--- config.mk ---
export PLATFORM = sky130hd
export DESIGN_NAME = multicycle_sequencer
export DESIGN_NICKNAME = d
export VERILOG_FILES = /design/src/rtl/multicycle_sequencer.sv
export SDC_FILE = /design/constraint.sdc
export NUM_CORES = 1
export LEC_CHECK = 0
export CAP_MARGIN = 5
export CORE_MARGIN = 8
export CORE_UTILIZATION = 48
export CTS_CLUSTER_SIZE = 16
export DETAILED_ROUTE_END_ITERATION = 6
export PLACE_DENSITY_LB_ADDON = 0.08
export RECOVER_POWER = 25
export SLEW_MARGIN = 20
export SYNTH_ARGS = -nofsm -noshare
export SYNTH_HDL_FRONTEND = slang
export SYNTH_SLANG_ARGS = --single-unit
--- constraint.sdc ---
create_clock -name clock -period 3.9 [get_ports clock]
set_input_delay 0.975 -clock clock [delete_from_list [all_inputs] [get_ports clock]]
set_output_delay 0.975 -clock clock [all_outputs]
set_load 0.1 [all_outputs]
--- src/rtl/multicycle_sequencer.sv ---
`default_nettype none
// +--------------------------------------------------------------------+
// | multicycle_sequencer : DECODE/EXEC/MEM/WB control FSM for mipscpu  |
// | Rev 1.0                                                            |
// +--------------------------------------------------------------------+
module multicycle_sequencer #(
   parameter int MEM_WAIT = 1,
   parameter int CNT_W    = 16
) (
   input  logic             clock,
   input  logic             reset,
   input  logic             newinstr,
   input  logic [31:0]      instrword,
   output logic             ready,
   output logic [31:0]      ir,
   output logic             regdst,
   output logic             alusrc,
   output logic             memtoreg,
   output logic [1:0]       aluop,
   output logic             branch,
   output logic             regwrite,
   output logic             mem_cs,
   output logic             mem_we,
   output logic             done,
   output logic             illegal,
   output logic [CNT_W-1:0] instr_count
);

   typedef enum logic [2:0] {
      S_IDLE   = 3'd0,
      S_DECODE = 3'd1,
      S_EXEC   = 3'd2,
      S_MEM    = 3'd3,
      S_WB     = 3'd4
   } state_t;

   localparam logic [5:0] c_op_rtype = 6'd0;
   localparam logic [5:0] c_op_lw    = 6'd35;
   localparam logic [5:0] c_op_sw    = 6'd43;
   localparam logic [5:0] c_op_beq   = 6'd4;
   localparam logic [3:0] c_wait_ld  = 4'(MEM_WAIT - 1);

   state_t           state_q, state_d;
   logic [31:0]      ir_q, ir_d;
   logic [3:0]       wait_q, wait_d;
   logic [CNT_W-1:0] count_q, count_d;

   logic w_is_r, w_is_lw, w_is_sw, w_is_beq;

   assign w_is_r   = (ir_q[31:26] == c_op_rtype);
   assign w_is_lw  = (ir_q[31:26] == c_op_lw);
   assign w_is_sw  = (ir_q[31:26] == c_op_sw);
   assign w_is_beq = (ir_q[31:26] == c_op_beq);

   always_comb begin
      state_d  = state_q;
      ir_d     = ir_q;
      wait_d   = wait_q;
      ready    = 1'b0;
      regdst   = 1'b0;
      alusrc   = 1'b0;
      memtoreg = 1'b0;
      aluop    = 2'b00;
      branch   = 1'b0;
      regwrite = 1'b0;
      mem_cs   = 1'b0;
      mem_we   = 1'b0;
      done     = 1'b0;
      illegal  = 1'b0;
      case (state_q)
         S_IDLE: begin
            ready = 1'b1;
            if (newinstr) begin
               ir_d    = instrword;
               state_d = S_DECODE;
            end
         end
         S_DECODE: begin
            if (w_is_r || w_is_lw || w_is_sw || w_is_beq) begin
               state_d = S_EXEC;
            end else begin
               illegal = 1'b1;
               state_d = S_IDLE;
            end
         end
         S_EXEC: begin
            if (w_is_r) begin
               aluop   = 2'b10;
               state_d = S_WB;
            end else if (w_is_beq) begin
               aluop   = 2'b01;
               branch  = 1'b1;
               done    = 1'b1;
               state_d = S_IDLE;
            end else begin
               alusrc  = 1'b1;
               wait_d  = c_wait_ld;
               state_d = S_MEM;
            end
         end
         S_MEM: begin
            alusrc = 1'b1;
            mem_cs = 1'b1;
            mem_we = w_is_sw;
            // Counter holds the number of MEM cycles still to go after this one.
            if (wait_q == 4'd0) begin
               if (w_is_sw) begin
                  done    = 1'b1;
                  state_d = S_IDLE;
               end else begin
                  state_d = S_WB;
               end
            end else begin
               wait_d = wait_q - 4'd1;
            end
         end
         S_WB: begin
            regwrite = 1'b1;
            done     = 1'b1;
            state_d  = S_IDLE;
            if (w_is_r) begin
               regdst = 1'b1;
               aluop  = 2'b10;
            end else begin
               memtoreg = 1'b1;
               alusrc   = 1'b1;
            end
         end
         default: state_d = S_IDLE;
      endcase
   end

   assign count_d = done ? count_q + CNT_W'(1) : count_q;

   always_ff @(posedge clock) begin
      if (!reset) begin
         state_q <= S_IDLE;
         ir_q    <= 32'd0;
         wait_q  <= 4'd0;
         count_q <= '0;
      end else begin
         state_q <= state_d;
         ir_q    <= ir_d;
         wait_q  <= wait_d;
         count_q <= count_d;
      end
   end

   assign ir          = ir_q;
   assign instr_count = count_q;

endmodule
`default_nettype wire

==> impl_metrics.yaml <==
timing:
  hold_viol: 0
  slew_headroom_pct: 12.8
  period_minus_slack_ps: 3410
  worst_pin_slew_ps: 1310
  fmax_mhz: 293
  rsz0062_at_grt: "false"
  slew_violations: 0
  fin_skew_ps: 12.0
  period_share_pct: 87.5
  finalSetupTns_ps: 0
  finalSetupViolCount: 0
die:
  num_rows: 26
  fp.dieH_um: 89.5
  pin_count: 95
  dieArea_um2: 8010
  dieWidth_um: 89.5
  start_util_pct: 50.1
  coreArea_um2: 5170
critical_path:
  reg2regPathDepth: 6
  crit_slowest_cell: "or4_4"
  rrSetupSlack_ps: 1580
  critPathKind: "reg -> out"
  cp_max_fo: 15
  r2r_end: "instr_count[15]"
  crit_chain: "inv_1 > ha_1 > or3b_1 > or4_4 > nand2_1 > buf_12"
  cp_slowest_stage_delay_ps: 720
  startpoint_type: "flop"
  arrival_ps: 2440
  crit_required_ps: 2920
  regToRegStartpoint: "wait_q[0]"
  end_kind: "output pin"
synth:
  async_reset_ff_share_pct: 0
  yosysUniqueCellTypes: 48
  ys_seq_elements: 55
  postSynthAreaPerCell_um2: 8.00
  syn-instance-count: 324
  yosys_warnings: 0
  synth_edf_count: 0
  ys_seq_area_share_pct: 42.5
  syn-num-nets: 361
  synthFlopType: "dfxtp_1"
  netlist_area_um2: 2590
cells_and_area:
  diodes: 0
  drive_gt1_share_pct: 10.7
  final_common_cell: "nand2_1"
  final_util_pct: 69.7
  nNetsFinal: 439
  area_growth_pct: 39.2
  final_cells: 473
  layout_common_cells: "85 x nand2_1, 80 x clkdlybuf4s50_1, 55 x dfxtp_1"
route:
  ant_nets: 0
  first_pass_iters: 4
  avgRoutedWirePerCell_um: 14.5
  drtIter0Drc: 109
  drt-total-wl_um: 6850
  drc: 0
  viasPerCell: 5.16
  vias: 2439
clock_network:
  post_cts_buffers: 0
  cts_sinks: 55
  cts_buffer_depth: 2
  clkTransAtPathRegs_ps: 100
  cts_hold_buf: 0
  worstSkewPairLatency_ps: 310
  numCtsBuffers: 5
  cts_tree: "built"
  cts_root_buffer: "clkbuf_8"
  ctsResizeCount: 0
  htreeDepth: 2
placement:
  io_buffer_count: 94
  place.gp.congestion: 0.808
  place_inst: 465
  dp_hpwl_um: 5040
power:
  seq_power_share_pct: 45.1
  max-vdd-ir-drop_uv: 275
  p_clk_share_pct: 22.5
  switchingPower_mw: 0.529
  p_leak_nw: 1.30
  intPower_mw: 0.831
  swShare_pct: 38.9
  pwr-share-comb_pct: 32.4
  power_density_nw_per_um2: 377
grt:
  gr-total-overflow: 0
  grt.total_usage_pct: 17.8
  antenna_found_initial: 0
  grt_pass1_wl_um: 11300
  grt_pass1_vias: 2390
  grt_max_degree: 38
hold_path:
  min_path_cells: 2
  min_to: "ir[8]"
  hp-start: "ir[8]"
  holdCritPathClass: "reg -> reg"
job:
  cap_viol_max_count: 0
run_status:
  status: "completed"
==> Yosys cell counts, types with 4 or more instances <==
library cell	n	area [µm²]
nand2b_1	14	87.6
nand2_1	86	323
clkbuf_1	16	60.1
nor2_1	7	26.3
nand3_1	10	50.1
a21oi_2	6	52.6
inv_1	5	18.8
nor3_1	7	35.0
dfxtp_1	55	1100
nand4_1	4	25.0
a21oi_1	39	195
mux2i_1	14	140
o21ai_0	7	35.0
buf_2	5	25.0
==> metal layers <==
metal | wire length (µm) | up-vias | global-route usage, %
li1 | - | 1248 | -
met1 | 2800 | 1119 | 20.1
met2 | 3220 | 66 | 29.0
met3 | 774 | 6 | 9.47
met4 | 53 | 0 | 3.47
met5 | 0 | - | 0
==> area by class of cell <==
| type | count | area, µm² |
|---|---|---|
| clock buffer | 7 | 76.3 |
| clock inverter | 1 | 5.00 |
| fill | 433 | 1570 |
| inverter | 6 | 22.5 |
| multi-input combinational | 236 | 1370 |
| sequential | 55 | 1100 |
| tap | 70 | 87.6 |
| timing repair buffer | 98 | 947 |
==> metrics by stage <==
stage	cell area (µm²)	power (mW)	worst slack, ps	hold slack, ps
finish	3610	1.36	488	456
global route	3610	1.43	383	481
CTS	3610	1.38	488	459
detailed placement	3530	1.07	846	446
global placement	3530	1.06	911	440
floorplan	2630	0.951	-191	459
==> worst max-delay path by stage <==
stage,cells after the start,endpoint,from
detailed placement,6,done,wait_q[0]
finish,6,done,wait_q[0]
global route,6,done,wait_q[0]
floorplan,4,illegal,ir[26]
CTS,6,done,wait_q[0]
global placement,6,done,wait_q[0]
==> state kept, by name, summed over array words and instances, names as in the netlist <==
signal       flops
wait_q           4
instr_count     16
state_q          3
ir              32
==> power by group through the flow <==
stage | clock (mW) | sequential, mW | combinational [mW]
after floorplan | 0 | 0.802 | 0.149
after global placement | 0 | 0.624 | 0.439
after detailed placement | 0 | 0.626 | 0.443
after CTS | 0.321 | 0.613 | 0.444
after global routing | 0.340 | 0.618 | 0.468
final | 0.306 | 0.613 | 0.441
==> critical path, delay by kind of cell (launching register included) <==
kind | cells | cell delay [ps]
adder cells (fa/ha/maj) | 1 | 180
buffers and inverters | 2 | 260
AND/OR/NAND/NOR | 3 | 1350
flip-flops | 1 | 330
==> logic make-up after synthesis <==
family          Yosys count  share of synthesized area [%]
compound gates           66                           16.0
xor+xnor                  2                          0.676
simple gates            152                           28.2
mux                      14                           5.41
flops                    55                           42.5
fa+ha+maj                 2                          0.966
buf+inv                  33                           6.23
Note: power is estimated with default switching activity, not from simulation.
